`src/rtl/fetch_controller_if.sv`:
```
// ---------------------------------------------------------------------------
// fetch_controller_if
//   Bundles the PC, instruction-memory, redirect and decode-side signals of
//   the fetch controller.
//   master : the fetch controller itself (drives PC control, memory request,
//            fetched instruction and MISALIGN).
//   slave  : the surroundings (PC register, instruction memory, execute and
//            decode stages).
// ---------------------------------------------------------------------------
interface fetch_controller_if;
    logic [31:0] pc_in;
    logic [31:0] pc_d;
    logic        pc_mode;
    logic        pc_enable;
    logic        imem_req;
    logic [31:0] imem_addr;
    logic        imem_gnt;
    logic        imem_rvalid;
    logic [31:0] imem_rdata;
    logic        jump;
    logic [31:0] jump_addr;
    logic        stall;
    logic        instr_valid;
    logic [31:0] instr;
    logic [31:0] instr_pc;
    logic        misalign;

    modport master (
        input  pc_in, imem_gnt, imem_rvalid, imem_rdata, jump, jump_addr, stall,
        output pc_d, pc_mode, pc_enable, imem_req, imem_addr,
               instr_valid, instr, instr_pc, misalign
    );

    modport slave (
        output pc_in, imem_gnt, imem_rvalid, imem_rdata, jump, jump_addr, stall,
        input  pc_d, pc_mode, pc_enable, imem_req, imem_addr,
               instr_valid, instr, instr_pc, misalign
    );
endinterface

```
`src/rtl/fetch_controller.sv`:
```
// ---------------------------------------------------------------------------
// fetch_controller
//   Instruction fetch sequencer with one outstanding memory transaction.
//   IDLE -> REQ (request at PC_IN until granted) -> WAIT (wait for response)
//   -> VALID (hold instruction for decode until it is consumed) -> REQ ...
//   Redirects (JUMP) load the PC in the same cycle; an in-flight response
//   belonging to the old path is flushed.
//
// Ports
//   clk  : clock, rising edge
//   rst  : asynchronous active-high reset
//   bus  : fetch_controller_if.master
//          pc_in/pc_d/pc_mode/pc_enable      - PC register control
//          imem_req/addr/gnt/rvalid/rdata    - instruction memory
//          jump/jump_addr                    - redirect from execute
//          stall                             - decode back-pressure
//          instr_valid/instr/instr_pc        - fetched instruction
//          misalign                          - rejected misaligned redirect
//
// Configuration
//   FETCH_MISALIGN_CHECK_EN : when defined, redirects whose target is not
//   word aligned are ignored and flagged on misalign for one cycle. When not
//   defined, every redirect is accepted and misalign is constant 0.
// ---------------------------------------------------------------------------
module fetch_controller (
    input  logic               clk,
    input  logic               rst,
    fetch_controller_if.master bus
);

    localparam logic [31:0] NOP = 32'h0000_0013;

    typedef enum logic [1:0] {
        S_IDLE  = 2'd0,
        S_REQ   = 2'd1,
        S_WAIT  = 2'd2,
        S_VALID = 2'd3
    } state_t;

    state_t      state_q, state_d;
    logic        flush_q, flush_d;
    logic [31:0] addr_q, addr_d;
    logic [31:0] instr_q, instr_d;
    logic [31:0] instr_pc_q, instr_pc_d;
    logic        instr_valid_q, instr_valid_d;
    logic        misalign_q, misalign_d;

    logic jump_misaligned;
    logic jump_live;
    logic jump_take;

`ifdef FETCH_MISALIGN_CHECK_EN
    assign jump_misaligned = (bus.jump_addr[1:0] != 2'b00);
`else
    assign jump_misaligned = 1'b0;
`endif

    // A redirect is only meaningful once fetching has started.
    assign jump_live = bus.jump && (state_q != S_IDLE);
    assign jump_take = jump_live && !jump_misaligned;

    // PC control is combinational so the PC updates in the commanding cycle.
    assign bus.pc_d      = bus.jump_addr;
    assign bus.pc_mode   = jump_take;
    assign bus.pc_enable = jump_take || ((state_q == S_VALID) && !bus.stall);

    // While requesting, the address follows PC_IN directly; PC_IN only moves
    // in REQ when a redirect drops the request, which restarts it anyway.
    assign bus.imem_req  = (state_q == S_REQ);
    assign bus.imem_addr = (state_q == S_REQ) ? bus.pc_in : addr_q;

    assign bus.instr_valid = instr_valid_q;
    assign bus.instr       = instr_q;
    assign bus.instr_pc    = instr_pc_q;
    // Without the alignment check misalign_d is constant 0, so this is a tie-off.
    assign bus.misalign    = misalign_q;

    always_comb begin
        state_d       = state_q;
        flush_d       = flush_q;
        addr_d        = addr_q;
        instr_d       = instr_q;
        instr_pc_d    = instr_pc_q;
        instr_valid_d = instr_valid_q;
        misalign_d    = jump_live && jump_misaligned;

        case (state_q)
            S_IDLE: begin
                state_d = S_REQ;
            end
            S_REQ: begin
                // Redirect without grant: staying in REQ re-requests at the
                // freshly loaded PC next cycle. With grant, the response is
                // already owed to us and must be flushed.
                if (bus.imem_gnt) begin
                    addr_d  = bus.pc_in;
                    flush_d = jump_take;
                    state_d = S_WAIT;
                end
            end
            S_WAIT: begin
                if (bus.imem_rvalid) begin
                    if (flush_q || jump_take) begin
                        flush_d = 1'b0;
                        state_d = S_REQ;
                    end else begin
                        instr_d       = bus.imem_rdata;
                        instr_pc_d    = addr_q;
                        instr_valid_d = 1'b1;
                        state_d       = S_VALID;
                    end
                end else if (jump_take) begin
                    flush_d = 1'b1;
                end
            end
            S_VALID: begin
                // A redirect overrides the stall: the held instruction is
                // on the wrong path.
                if (jump_take || !bus.stall) begin
                    instr_valid_d = 1'b0;
                    state_d       = S_REQ;
                end
            end
            default: begin
                state_d = S_IDLE;
            end
        endcase
    end

    always_ff @(posedge clk or posedge rst) begin
        if (rst) begin
            state_q       <= S_IDLE;
            flush_q       <= 1'b0;
            addr_q        <= 32'h0;
            instr_q       <= NOP;
            instr_pc_q    <= 32'h0;
            instr_valid_q <= 1'b0;
            misalign_q    <= 1'b0;
        end else begin
            state_q       <= state_d;
            flush_q       <= flush_d;
            addr_q        <= addr_d;
            instr_q       <= instr_d;
            instr_pc_q    <= instr_pc_d;
            instr_valid_q <= instr_valid_d;
            misalign_q    <= misalign_d;
        end
    end

endmodule

```
`src/flat_wrapper.sv`:
```
// flat-port wrapper written by rule: the top's interface ports become plain ports
module fetch_controller_flat 
  (clk, rst, bus_pc_in, bus_imem_gnt, bus_imem_rvalid, bus_imem_rdata, bus_jump, bus_jump_addr, bus_stall, bus_pc_d, bus_pc_mode, bus_pc_enable, bus_imem_req, bus_imem_addr, bus_instr_valid, bus_instr, bus_instr_pc, bus_misalign);
  fetch_controller_if bus_i ();
  input  logic clk;
  input  logic rst;
  input wire logic [$bits(bus_i.pc_in)-1:0] bus_pc_in;
  input wire logic [$bits(bus_i.imem_gnt)-1:0] bus_imem_gnt;
  input wire logic [$bits(bus_i.imem_rvalid)-1:0] bus_imem_rvalid;
  input wire logic [$bits(bus_i.imem_rdata)-1:0] bus_imem_rdata;
  input wire logic [$bits(bus_i.jump)-1:0] bus_jump;
  input wire logic [$bits(bus_i.jump_addr)-1:0] bus_jump_addr;
  input wire logic [$bits(bus_i.stall)-1:0] bus_stall;
  output wire logic [$bits(bus_i.pc_d)-1:0] bus_pc_d;
  output wire logic [$bits(bus_i.pc_mode)-1:0] bus_pc_mode;
  output wire logic [$bits(bus_i.pc_enable)-1:0] bus_pc_enable;
  output wire logic [$bits(bus_i.imem_req)-1:0] bus_imem_req;
  output wire logic [$bits(bus_i.imem_addr)-1:0] bus_imem_addr;
  output wire logic [$bits(bus_i.instr_valid)-1:0] bus_instr_valid;
  output wire logic [$bits(bus_i.instr)-1:0] bus_instr;
  output wire logic [$bits(bus_i.instr_pc)-1:0] bus_instr_pc;
  output wire logic [$bits(bus_i.misalign)-1:0] bus_misalign;
  assign bus_i.pc_in = bus_pc_in;
  assign bus_i.imem_gnt = bus_imem_gnt;
  assign bus_i.imem_rvalid = bus_imem_rvalid;
  assign bus_i.imem_rdata = bus_imem_rdata;
  assign bus_i.jump = bus_jump;
  assign bus_i.jump_addr = bus_jump_addr;
  assign bus_i.stall = bus_stall;
  assign bus_pc_d = bus_i.pc_d;
  assign bus_pc_mode = bus_i.pc_mode;
  assign bus_pc_enable = bus_i.pc_enable;
  assign bus_imem_req = bus_i.imem_req;
  assign bus_imem_addr = bus_i.imem_addr;
  assign bus_instr_valid = bus_i.instr_valid;
  assign bus_instr = bus_i.instr;
  assign bus_instr_pc = bus_i.instr_pc;
  assign bus_misalign = bus_i.misalign;
  fetch_controller u_core (.clk(clk), .rst(rst), .bus(bus_i));
endmodule
```
`config.mk`:
```
export PLATFORM = sky130hd
export DESIGN_NAME = fetch_controller_flat
export DESIGN_NICKNAME = d
export VERILOG_FILES = /design/src/rtl/fetch_controller_if.sv /design/src/rtl/fetch_controller.sv /design/src/flat_wrapper.sv
export SDC_FILE = /design/constraint.sdc
export NUM_CORES = 1
export LEC_CHECK = 0
export CORE_MARGIN = 5
export CORE_UTILIZATION = 43
export DETAILED_ROUTE_END_ITERATION = 16
export PLACE_DENSITY = 0.86
export RECOVER_POWER = 25
export SLEW_MARGIN = 20
export SYNTH_ARGS = -nofsm -noshare
export SYNTH_HDL_FRONTEND = slang
export SYNTH_SLANG_ARGS = --single-unit
export TNS_END_PERCENT = 5
```
`constraint.sdc`:
```
create_clock -name clk -period 11.65 [get_ports clk]
set_input_delay 3.495 -clock clk [delete_from_list [all_inputs] [get_ports clk]]
set_output_delay 3.495 -clock clk [all_outputs]
set_load 0.005 [all_outputs]
```
==> impl_metrics.ini <==
[status]
status = finished with violations
failed_checks = capacitance limit, slew limit

[pwr]
cellPowerDensity_nw_per_um2 = 259
p_clk_share_pct = 12.0
internal-power_uw = 1140
leakage_uw = 0.00262
power.switching_uw = 476
swShare_pct = 29.4
p_seq_share_pct = 37.5
p_total_uw = 1620
ir_drop_mv = 0.116
combPwrFrac_pct = 50.4

[worst_setup_path]
r2r-start = u_core.state_q[1]
r2r_slack_ps = 8290
crit_end = bus_pc_enable
setup.worst_path.class = in2out
cp-startpoint = bus_jump
critPathCaptureType = output pin
worstPathRequired_ps = 8160
timing.rr.end = u_core.state_q[1]
worstPathArrival_ps = 4810
startpoint_type = primary input
r2r_cells = 6
crit_fanout = 4

[floorplanning]
die_area_um2 = 12800
start_util_pct = 44.1
die_h_um = 113
die_w_um = 113
core-area_um2 = 10300
ios = 235
row_count = 37

[synthesis]
async_reset_ff_share_pct = 100
synth_largest_area_cell = dfrtp_1
syn-mean-instance-area_um2 = 14.7
syn_nets = 417
synth_edf_count = 0
synth_cell_types = 28
synth_warnings = 0
synthCells = 310
synth_ff_type = dfrtp_1
synth_area_leaders = dfrtp_1 (53%), mux2_2 (30%), buf_4 (5.4%)
ys_seq_area_share_pct = 55.0
ys_ff_latch = 100
syn_area_um2 = 4560
yosys.area.top_type_share_pct = 53.3

[grt]
grt_max_degree = 65
grt.overflow.total = 0
antenna_found_initial = 0
grt_usage_pct = 16.0
grt_pass1_wl_um = 16600
grt_pass1_vias = 3215

[route]
wl_per_cell_um = 17.6
ant_nets = 0
firstDrtPassIters = 4
drc = 0
drt_iter0_drc = 58
drt_wl_total_um = 10300
viasPerCell = 4.98
vias = 2922

[sta]
fmax_mhz = 120
worstMarginPinSlew_ps = 2020
holdWs_ps = 495
post-route-period-util_pct = 71.3
fin_crit_ps = 8300
timing_hold_violations_final = 0
tns_ps = 0
setup_viol = 0
rsz0062_at_grt = no
slew_viol_final = 81
slew-limit-headroom_pct = -34.4
clock_skew_ps = 6.20

[clock_network]
clk_transition_reported_paths_ps = 90
h-tree-depth = 3
holdBufCountCts = 0
cts_sinks = 100
clk_latency_ps = 350
cts-root-buf = clkbuf_8
cts_buffer_depth = 2
cts_resized = 0
numCtsBuffers = 9
post_cts_buffers = 0
cts_tree = yes

[job]
maxCapViolCount = 2

[layout]
drive_gt1_share_pct = 31.9
fill_cells = 805
regArea_um2 = 2510
post-route-util_pct = 60.5
layout.cells.most_common = clkdlybuf4s50_1
layout_common_cells = clkdlybuf4s50_1 (163), mux2_2 (121), dfrtp_1 (97)
area_growth_pct = 37.1
fin_nets = 553
multi_input_area_um2 = 1670
diodes = 0

[placement]
io_buffers = 169
dp_hpwl_um = 7630
place_congestion = 0.801

[min_path]
hold_path.class = reg2reg
-- worst min path at each step --
| stage | end | from | cells past startpoint | slack (ps) |
|---|---|---|---|---|
| 2_1_floorplan | u_core.bus.instr_pc[13] | u_core.addr_q[13] | 1 | 480 |
| 3_3_place_gp | u_core.bus.instr_pc[16] | u_core.bus.instr_pc[16] | 1 | 470 |
| 3_5_place_dp | u_core.bus.instr_pc[16] | u_core.bus.instr_pc[16] | 1 | 480 |
| 4_1_cts | u_core.bus.instr_pc[8] | u_core.bus.instr_pc[8] | 1 | 500 |
| 5_1_grt | u_core.bus.instr[13] | u_core.bus.instr[13] | 1 | 520 |
| 6_report | u_core.bus.instr_pc[8] | u_core.bus.instr_pc[8] | 1 | 500 |
-- cell usage after synthesis, types with 3 or more instances --
| master | n |
|---|---|
| buf_6 | 6 |
| dfrtp_1 | 97 |
| o21ai_0 | 4 |
| nand2_1 | 3 |
| mux2_2 | 122 |
| ha_1 | 5 |
| mux2_1 | 6 |
| buf_4 | 33 |
| buf_2 | 7 |
| inv_1 | 7 |
| dfstp_2 | 3 |
-- layout make-up --
cell class / count / share of cell area (%)
Sequential cell: 100 / 40.1
Timing Repair Buffer: 171 / 27.3
Tap cell: 136 / 2.73
Inverter: 7 / 0.441
Multi-Input combinational cell: 157 / 26.7
Clock inverter: 5 / 0.601
Clock buffer: 11 / 2.10
-- per-stage QoR --
stage                     instance area, um2  worst slack, ps  std cells
final                                   6240             3350        587
after detailed placement                6090             3420        571
after floorplan                         4560             4410        310
after global routing                    6240             3300        587
after global placement                  6090             3480        571
after CTS                               6260             3420        587
-- critical path, cell delays in order --
cell	delay, ps
dlygate4sd3_1	540
nand2b_2	100
o21ai_0	130
clkdlybuf4s50_1	550
-- cells by family (layout without fill, tap and decap cells) --
kind of cell	Yosys count	count (layout)	share of synthesized area, %
buffers and inverters	53	194	8.27
adders and majority gates	5	5	1.37
DFF	100	100	55.0
AOI/OAI and AO/OA	12	12	1.76
other	1	1	0.0823
and+or+nand+nor	10	10	1.65
muxes	129	129	31.9
-- layer usage --
layer | vias up | part of all wire (%) | track usage, %
li1 | 1318 | - | -
met4 | 0 | 1.9 | 5.21
met3 | 19 | 11 | 6.52
met2 | 138 | 50 | 27.1
met1 | 1447 | 38 | 18.6
met5 | - | 0 | 0
-- registers in the layout (all words and copies together), names as in the netlist --
name                    flops
u_core.bus.instr           32
u_core.bus.instr_valid      1
u_core.addr_q              32
u_core.flush_q              1
u_core.state_q              2
u_core.bus.instr_pc        32
-- power groups by stage --
| stage | Combinational [uW] | Sequential, uW | Clock, uW |
|---|---|---|---|
| after floorplan | 385 | 605 | 0 |
| after global placement | 819 | 604 | 0 |
| final | 817 | 608 | 195 |
| after global routing | 884 | 631 | 220 |
| after detailed placement | 834 | 618 | 0 |
| after CTS | 839 | 610 | 205 |
Power figures use the tool's default switching activity.
